===== src/rtl/key_cmd_gen_if.sv =====
// SDRAM controller user-port bundle: command handshake plus the write and
// read beat channels. The command generator is the master side.
interface key_cmd_gen_if #(
    parameter int ADDR_W = 22,
    parameter int DATA_W = 16
);
    logic              cmd_req;
    logic              cmd_rw;
    logic [ADDR_W-1:0] cmd_addr;
    logic              cmd_ack;
    logic              wr_data_req;
    logic [DATA_W-1:0] wr_data;
    logic              rd_data_vld;
    logic [DATA_W-1:0] rd_data;

    modport master (
        output cmd_req, cmd_rw, cmd_addr, wr_data,
        input  cmd_ack, wr_data_req, rd_data_vld, rd_data
    );

    modport slave (
        input  cmd_req, cmd_rw, cmd_addr, wr_data,
        output cmd_ack, wr_data_req, rd_data_vld, rd_data
    );
endinterface


===== src/rtl/key_cmd_gen.sv =====
// Key-press to SDRAM burst command generator. Turns debounced press pulses
// into write/read bursts, address steps and clears; sources an
// address-derived write pattern and checks read beats against the same
// pattern. One press can wait in a single-entry pending buffer while a
// burst is in flight; further presses are dropped and flagged.
module key_cmd_gen #(
    parameter int KEY_W     = 4,
    parameter int ADDR_W    = 22,
    parameter int DATA_W    = 16,
    parameter int BURST_LEN = 8
) (
    input  logic             clk,
    input  logic             rst_n,
    input  logic [KEY_W-1:0] key_vld,
    key_cmd_gen_if.master    sd,
    output logic             busy,
    output logic             done,
    output logic             err,
    output logic             drop
);

    localparam int BEAT_W = $clog2(BURST_LEN) + 1;
    localparam logic [BEAT_W-1:0] BEAT_LAST = BEAT_W'(BURST_LEN - 1);

    typedef enum logic [2:0] {S_IDLE, S_REQ, S_WDATA, S_RDATA, S_DONE} state_t;
    typedef enum logic [2:0] {EV_NONE, EV_WR, EV_RD, EV_INC, EV_CLR} ev_t;

    state_t            state, state_d;
    ev_t               key_ev, exec_ev;
    ev_t               pend_ev, pend_ev_d;
    logic              pend_vld, pend_vld_d;
    logic              drop_d;
    logic [ADDR_W-1:0] addr;
    logic [ADDR_W-1:0] cmd_addr;
    logic              cmd_rw;
    logic [DATA_W-1:0] wr_data;
    logic [BEAT_W-1:0] beat;
    logic [DATA_W-1:0] base;
    logic [DATA_W-1:0] beat_pat;
    logic              wr_beat;
    logic              rd_beat;
    logic              beat_last;

    // Pattern for the current beat: low bits of the burst address plus beat.
    assign base      = DATA_W'(cmd_addr);
    assign beat_pat  = base + DATA_W'(beat);
    assign wr_beat   = (state == S_WDATA) && sd.wr_data_req;
    assign rd_beat   = (state == S_RDATA) && sd.rd_data_vld;
    assign beat_last = (beat == BEAT_LAST);

    assign sd.cmd_req  = (state == S_REQ);
    assign sd.cmd_rw   = cmd_rw;
    assign sd.cmd_addr = cmd_addr;
    assign sd.wr_data  = wr_data;
    assign busy        = (state != S_IDLE);
    assign done        = (state == S_DONE);

    // Priority decode of the press pulses: lowest index wins.
    always_comb begin
        // NOTE: every signal assigned in a combinational block gets a default
        // first; a path that skips an assignment would otherwise infer a latch.
        key_ev = EV_NONE;
        if      (key_vld[0]) key_ev = EV_WR;
        else if (key_vld[1]) key_ev = EV_RD;
        else if (key_vld[2]) key_ev = EV_INC;
        else if (key_vld[3]) key_ev = EV_CLR;
    end

    // Event executed this cycle: only in IDLE, and the older pending one first.
    always_comb begin
        exec_ev = EV_NONE;
        if (state == S_IDLE) exec_ev = pend_vld ? pend_ev : key_ev;
    end

    // Pending buffer refill/consume and drop detection.
    always_comb begin
        pend_vld_d = pend_vld;
        pend_ev_d  = pend_ev;
        drop_d     = 1'b0;
        if (state == S_IDLE) begin
            // Consuming the pending entry frees it for a same-cycle press.
            if (pend_vld) begin
                pend_vld_d = (key_ev != EV_NONE);
                pend_ev_d  = key_ev;
            end
        end else if (key_ev != EV_NONE) begin
            if (!pend_vld) begin
                pend_vld_d = 1'b1;
                pend_ev_d  = key_ev;
            end else begin
                drop_d = 1'b1;
            end
        end
    end

    // Next-state logic of the burst sequencer.
    always_comb begin
        state_d = state;
        case (state)
            S_IDLE:  if (exec_ev == EV_WR || exec_ev == EV_RD) state_d = S_REQ;
            S_REQ:   if (sd.cmd_ack) state_d = cmd_rw ? S_WDATA : S_RDATA;
            S_WDATA: if (wr_beat && beat_last) state_d = S_DONE;
            S_RDATA: if (rd_beat && beat_last) state_d = S_DONE;
            S_DONE:  state_d = S_IDLE;
            default: state_d = S_IDLE;
        endcase
    end

    // State register; reset aborts any burst and deasserts cmd_req at once.
    always_ff @(posedge clk or negedge rst_n) begin
        // NOTE: sequential state is assigned with <= so every register samples
        // the pre-edge values, independent of statement order.
        if (!rst_n) state <= S_IDLE;
        else        state <= state_d;
    end

    // Datapath: address, command latch, beat counter, pattern, err, pending.
    always_ff @(posedge clk or negedge rst_n) begin
        // NOTE: the pending entry is a control register, not storage, so it is
        // reset with everything else; a stale press must not survive reset.
        if (!rst_n) begin
            addr     <= '0;
            cmd_addr <= '0;
            cmd_rw   <= 1'b0;
            wr_data  <= '0;
            beat     <= '0;
            err      <= 1'b0;
            drop     <= 1'b0;
            pend_vld <= 1'b0;
            pend_ev  <= EV_NONE;
        end else begin
            drop     <= drop_d;
            pend_vld <= pend_vld_d;
            pend_ev  <= pend_ev_d;

            case (exec_ev)
                EV_WR, EV_RD: begin
                    cmd_addr <= addr;
                    cmd_rw   <= (exec_ev == EV_WR);
                end
                EV_INC: addr <= addr + ADDR_W'(BURST_LEN);
                EV_CLR: begin
                    addr <= '0;
                    err  <= 1'b0;
                end
                default: ;
            endcase

            if (state == S_REQ && sd.cmd_ack) begin
                beat    <= '0;
                wr_data <= base;
            end

            if (wr_beat) begin
                beat    <= beat + BEAT_W'(1);
                wr_data <= beat_pat + DATA_W'(1);
            end

            if (rd_beat) begin
                beat <= beat + BEAT_W'(1);
                if (sd.rd_data != beat_pat) err <= 1'b1;
            end
        end
    end

endmodule


===== src/flat_wrapper.sv =====
// flat-port wrapper written by rule: the top's interface ports become plain ports
module key_cmd_gen_flat 
#(
    parameter int KEY_W     = 4,
    parameter int ADDR_W    = 22,
    parameter int DATA_W    = 16,
    parameter int BURST_LEN = 8
)
  (clk, rst_n, key_vld, busy, done, err, drop, sd_cmd_req, sd_cmd_rw, sd_cmd_addr, sd_wr_data, sd_cmd_ack, sd_wr_data_req, sd_rd_data_vld, sd_rd_data);
  key_cmd_gen_if #(.ADDR_W(ADDR_W), .DATA_W(DATA_W)) sd_i ();
  input  logic clk;
  input  logic rst_n;
  input  logic [KEY_W-1:0] key_vld;
  output logic busy;
  output logic done;
  output logic err;
  output logic drop;
  output wire logic [$bits(sd_i.cmd_req)-1:0] sd_cmd_req;
  output wire logic [$bits(sd_i.cmd_rw)-1:0] sd_cmd_rw;
  output wire logic [$bits(sd_i.cmd_addr)-1:0] sd_cmd_addr;
  output wire logic [$bits(sd_i.wr_data)-1:0] sd_wr_data;
  input wire logic [$bits(sd_i.cmd_ack)-1:0] sd_cmd_ack;
  input wire logic [$bits(sd_i.wr_data_req)-1:0] sd_wr_data_req;
  input wire logic [$bits(sd_i.rd_data_vld)-1:0] sd_rd_data_vld;
  input wire logic [$bits(sd_i.rd_data)-1:0] sd_rd_data;
  assign sd_cmd_req = sd_i.cmd_req;
  assign sd_cmd_rw = sd_i.cmd_rw;
  assign sd_cmd_addr = sd_i.cmd_addr;
  assign sd_wr_data = sd_i.wr_data;
  assign sd_i.cmd_ack = sd_cmd_ack;
  assign sd_i.wr_data_req = sd_wr_data_req;
  assign sd_i.rd_data_vld = sd_rd_data_vld;
  assign sd_i.rd_data = sd_rd_data;
  key_cmd_gen #(.KEY_W(KEY_W), .ADDR_W(ADDR_W), .DATA_W(DATA_W), .BURST_LEN(BURST_LEN)) u_core (.clk(clk), .rst_n(rst_n), .key_vld(key_vld), .sd(sd_i), .busy(busy), .done(done), .err(err), .drop(drop));
endmodule

===== config.mk =====
export PLATFORM = sky130hd
export DESIGN_NAME = key_cmd_gen_flat
export DESIGN_NICKNAME = d
export VERILOG_FILES = /design/src/rtl/key_cmd_gen_if.sv /design/src/rtl/key_cmd_gen.sv /design/src/flat_wrapper.sv
export SDC_FILE = /design/constraint.sdc
export NUM_CORES = 1
export LEC_CHECK = 0
export BUFFER_PORTS_ARGS = -buffer_cell sky130_fd_sc_hd__buf_2
export CAP_MARGIN = 20
export CORE_MARGIN = 4
export CORE_UTILIZATION = 52
export CTS_BUF_LIST = sky130_fd_sc_hd__clkbuf_8
export CTS_CLUSTER_SIZE = 24
export DETAILED_ROUTE_END_ITERATION = 7
export PLACE_DENSITY = 0.84
export SYNTH_ARGS = -nofsm -noshare
export SYNTH_HDL_FRONTEND = slang
export SYNTH_SLANG_ARGS = --single-unit

===== constraint.sdc =====
create_clock -name clk -period 3.62 [get_ports clk]
set_clock_uncertainty 0.2 [all_clocks]
set_input_delay 0.362 -clock clk [delete_from_list [all_inputs] [get_ports clk]]
set_output_delay 0.362 -clock clk [all_outputs]
set_load 0.05 [all_outputs]

* Word-level counts from Yosys, hierarchy flattened *
Index checks and enable logic that the tools add are counted.

operators by class
  add/sub/neg operators = 4
  eq/ne operators = 15
  muxes and demuxes = 30
  reduce and logical (&&, ||, !) cells = 16

operator list
  operator                 count
  $pmux W22 S2             1
  $mux W3                  13
  $mux W16                 2
  $add A22 B4 Y22 const B  1
  $add A16 B1 Y16 const B  1
  $add A16 B4 Y16          1
  $ne A16 B16 Y1           1
  $eq A3 B2 Y1 const B     4
  $mux W4                  3
  $pmux W3 S4              1
  $mux W1                  10
  $reduce_bool A3 Y1       3
  $eq A3 B1 Y1 const B     2
  $eq A3 B3 Y1 const B     2
  $ne A2 B2 Y1 const B     3
  $reduce_bool A2 Y1       3
  $logic_and A1 B1 Y1      5
  $add A4 B1 Y4 const B    1
  $eq A4 B3 Y1 const B     1
  $ne A2 B1 Y1 const B     2
  $reduce_and A4 Y1        1
  $logic_not A3 Y1         1
  $reduce_and A2 Y1        1
  $reduce_or A2 Y1         1
  $logic_or A1 B1 Y1       1

storage, ports and cells
  register bits after elaboration = 74
  input bits = 25
  output and inout bits = 44
  word-level logic and storage cells = 75

* Logic depth before layout (Yosys ltp) *
  depth in word-level cells = 10
  depth in mapped cells = 9
  depth with buffers taken out = 7

* Worst setup path before layout *
OpenSTA, ideal clock, no wires.

  path kind = register -> register
  start = reg u_core.cmd_addr[3], in the netlist u_core.sd.cmd_addr[3]
  end = reg u_core.err
  library setup time = 132 ps
  data arrival time = 2401 ps
  data required time = 3288 ps
  path slack = 887 ps
  stages on the path, launching flop included = 9
  buffers on the path = 1
  clock period less this slack = 2733 ps
  cells stage by stage = dfrtp_1 > ha_1 > buf_6 > nand2_4 > a2111o_1 > a2111o_1 > a2111oi_2 > a31o_1 > o221ai_2

between the ends
  cells in the longest elaborated chain, start to end = 4

RTL lines
  element                   line                source
  start: declaration        key_cmd_gen.sv:34   logic [ADDR_W-1:0] cmd_addr;
  start signal: assignment  key_cmd_gen.sv:138  cmd_addr <= addr;
  $add A16 B4 Y16           key_cmd_gen.sv:46   assign beat_pat = base + DATA_W'(beat);
  $ne A16 B16 Y1            key_cmd_gen.sv:161  if (sd.rd_data != beat_pat) err <= 1'b1;
  $mux W1                   key_cmd_gen.sv:161
  $mux W1                   key_cmd_gen.sv:159  if (rd_beat) begin
  end signal: assignment    key_cmd_gen.sv:127  err <= 1'b0;
  end signal: assignment    key_cmd_gen.sv:144  err <= 1'b0;
  end signal: assignment    key_cmd_gen.sv:161
  end: declaration          key_cmd_gen.sv:18   output logic err,

Every way passes these cells.
A chain may end at the register's enable or synchronous reset.

* Final worst setup path *
  start = reg u_core.beat[3]
  end = reg u_core.err

between the ends
  cells in the longest elaborated chain, start to end = 4

RTL lines
  element                   line                source
  start: declaration        key_cmd_gen.sv:37   logic [BEAT_W-1:0] beat;
  start signal: assignment  key_cmd_gen.sv:155  beat <= beat + BEAT_W'(1);
  start signal: assignment  key_cmd_gen.sv:160  beat <= beat + BEAT_W'(1);
  $add A16 B4 Y16           key_cmd_gen.sv:46
  $ne A16 B16 Y1            key_cmd_gen.sv:161
  $mux W1                   key_cmd_gen.sv:161
  $mux W1                   key_cmd_gen.sv:159

Every way passes these cells.

==> results.md <==
- Status: finished, final reports clean
- Critical-path cell with the highest stage delay: dfrtp_1
- Cell variety after synth: 62
- # IOs: 69
- Post-CTS Setup Repair Bufs: 0
- Post-Syn Area: 3920 µm²
- IO buf count: 65
- Inserted Diodes: 0
- DRT iter0 DRCs: 124
- Crit-path max FO: 11
- Cts bufs inserted: 9
- Drc violations: 0
- Synthesized area per cell: 9.22 µm²
- First-pass GRT wire length: 15100 µm
- Final Power: 3.39 mW
- Area Overhead vs Synth: 15.1%
- Core area: 7290 µm²
- Post-DP HPWL: 6750 µm
- Final Setup Violations: 0
- CP cell instances: ha_1, nand2_4, a2111o_1, a2111o_1, a2111oi_2, a31o_1, o221ai_2
- Max Fclk: 358 MHz
- VDD IR-drop max: 0.000348 V
- Leak Pwr: 2.03 nW
- Seq pwr share: 0.353
- Max clock buf depth: 2
- Grt ovf: 0
- Die area: 8990 µm²
- Drt first pass iters: 4
- Period utilization: 0.772
- Place WS: 0.855 ns
- Async set-or-reset flop fraction in the synthesized netlist: 1.00
- CTS Hold Bufs: 1
- Dominant register cell in the synthesized netlist: dfrtp_1
- Mapped Cells: 425
- Min-Delay Path Class: in2reg
- Gr usage total: 0.214
- Final Hold Viols: 0
- DR WL/cell: 15.4 µm
- Largest net degree at the start of global routing: 30
- Clk pwr share: 0.206
- CP Buf/Inv Count: 0
- Gpl congestion: 0.961
- Root buf cell: clkbuf_8
- Fin crit period: 2.80 ns
- Register area share after synthesis: 0.434
- Startpoint types: register
- H-tree lvl count: 3
- Post-route core utilization: 0.619
- Arrival @ worst endpoint: 2.80 ns
- Top delay family on crit path: compound AO/OA/AOI/OAI gates
- RSZ-0062 raised after global routing: false
- Worst-Margin Slew: 0.707 ns
- Max cap viols: 0
- Clock slew at reported path FFs: 0.07 ns
- Worst path max stage delay: 0.44 ns
- Max-slew violations: 0
- Yosys reg bits: 68
- Worst Slack Setup Final: 0.825 ns
- FP Rows: 31
- Vias in the first global route: 3255
- Initial antenna violation count: 0
- Initial Utilization: 0.537
- NetSw: 1.55 mW
- Logic pwr share: 0.440
- Max_slew headroom: 0.528
- Nets: 513
- Routed vias/inst: 5.73
- Most used cell, CP: a2111o_1
- CTS tree: yes
- R2r startpoint: u_core.beat[3]
- Internal power: 1.84 mW
- Worst setup EP type: register
- Worst setup path startpoint: u_core.beat[3]
- Setup TNS: 0 ns
- Total Wirelength: 9030 µm
- Vias: 3361
- PD cells: 751 nW/µm²
- Die X: 94.8 µm
- DIE HEIGHT: 94.8 µm
- CP Class: reg2reg
- Most frequent cells in the layout: dfrtp_1, buf_2, nor2_1, nand2_1, o21ai_0
- Critical Path RT: 3.63 ns
- # clock sinks: 68
- Clock insertion delay at the later pin of the skew report: 0.34 ns
- Synth Warn #: 0
- Commonest non-fill, non-tap cell in the layout: dfrtp_1
- CTS resizes: 0
- Hold Startpoint: key_vld[0]
- Proportion of layout cells with a drive suffix above 1: 0.234
- Sw Ratio: 0.457
- Routed Antenna Nets: 0
- EDFF count, synth: 0
## synth_stat cells (4+ instances only)
cell type | count | area, µm²
buf_4 | 4 | 30.0
xor2_1 | 16 | 140
inv_1 | 7 | 26.3
and3_1 | 6 | 37.5
or3_1 | 7 | 43.8
nand2b_1 | 7 | 43.8
nand3_1 | 24 | 120
nor4_1 | 4 | 25.0
nor2_1 | 43 | 161
and4_1 | 6 | 52.6
clkbuf_1 | 8 | 30.0
ha_1 | 4 | 50.1
xnor2_1 | 14 | 123
buf_2 | 9 | 45.0
nor3_1 | 10 | 50.1
and2_1 | 4 | 25.0
o22ai_1 | 4 | 25.0
o21ai_0 | 31 | 155
nand4_1 | 6 | 37.5
nand2_1 | 43 | 161
a21oi_1 | 24 | 120
mux2_2 | 17 | 191
dfrtp_1 | 68 | 1700
o31ai_1 | 6 | 45.0
## registers in the layout, indices dropped and copies added (netlist names)
name                count
u_core.sd.wr_data      16
u_core.err              1
u_core.drop             1
u_core.sd.cmd_rw        1
u_core.addr            19
u_core.pend_ev          3
u_core.state            3
u_core.pend_vld         1
u_core.sd.cmd_addr     19
u_core.beat             4
## path summary, 6_finish.rpt
path	end	slack (ns)	depth (start not counted)
worst max register to register	u_core.err	0.82	7
worst max-delay path	u_core.err	0.82	7
min in group asynchronous	u_core.addr[11]	0.28	2
worst min-delay path	u_core.pend_ev[1]	0.08	2
worst min register to register	u_core.sd.wr_data[0]	0.29	2
max in group asynchronous	u_core.sd.cmd_addr[3]	2.21	3
## power by group through the flow
stage	Combinational (mW)	Clock (mW)	Sequential, mW
2_1_floorplan	0.818	0	1.54
3_3_place_gp	1.46	0	1.19
3_5_place_dp	1.49	0	1.21
4_1_cts	1.50	0.709	1.19
5_1_grt	1.63	0.739	1.23
6_report	1.49	0.699	1.20
## kinds of logic (layout without fill, tap and decap cells)
| group | after synthesis | after routing | synth area share |
|---|---|---|---|
| adders and majority gates | 4 | 4 | 0.0128 |
| xor gates and xnor gates | 30 | 30 | 0.0671 |
| other | 1 | 3 | 0.000957 |
| AOI/OAI and AO/OA | 99 | 99 | 0.169 |
| muxes | 20 | 20 | 0.0565 |
| DFF | 68 | 68 | 0.434 |
| and+or+nand+nor | 172 | 172 | 0.219 |
| buffers and inverters | 31 | 92 | 0.0406 |
## metal layers
| layer | global-route usage | vias up | share of wire |
|---|---|---|---|
| li1 | - | 1644 | - |
| met1 | 0.281 | 1616 | 0.46 |
| met2 | 0.341 | 85 | 0.47 |
| met3 | 0.0478 | 16 | 0.050 |
| met4 | 0.0925 | 0 | 0.017 |
| met5 | 0 | - | 0 |
## worst register-to-register path, cell delays in order, from the launching register on
cell	delay, ns
dfrtp_1	0.44
ha_1	0.44
nand2_4	0.12
a2111o_1	0.39
a2111o_1	0.40
a2111oi_2	0.38
a31o_1	0.20
o221ai_2	0.08
## stage by stage
stage | instances | hold WS, ns | cell area, µm²
after floorplan | 427 | -0.134 | 3930
after global placement | 571 | 0.115 | 4280
after detailed placement | 571 | 0.117 | 4280
after CTS | 587 | 0.0726 | 4510
after global routing | 587 | 0.0772 | 4510
final | 587 | 0.0798 | 4510
## cell type report
class	count	area, µm²
Inverter	7	26.3
Timing Repair Buffer	70	365
Clock inverter	4	72.6
Fill cell	652	2780
Sequential cell	68	1700
Tap cell	99	124
Multi-Input combinational cell	328	2070
Clock buffer	11	151
(Power assumes the default switching activity.)
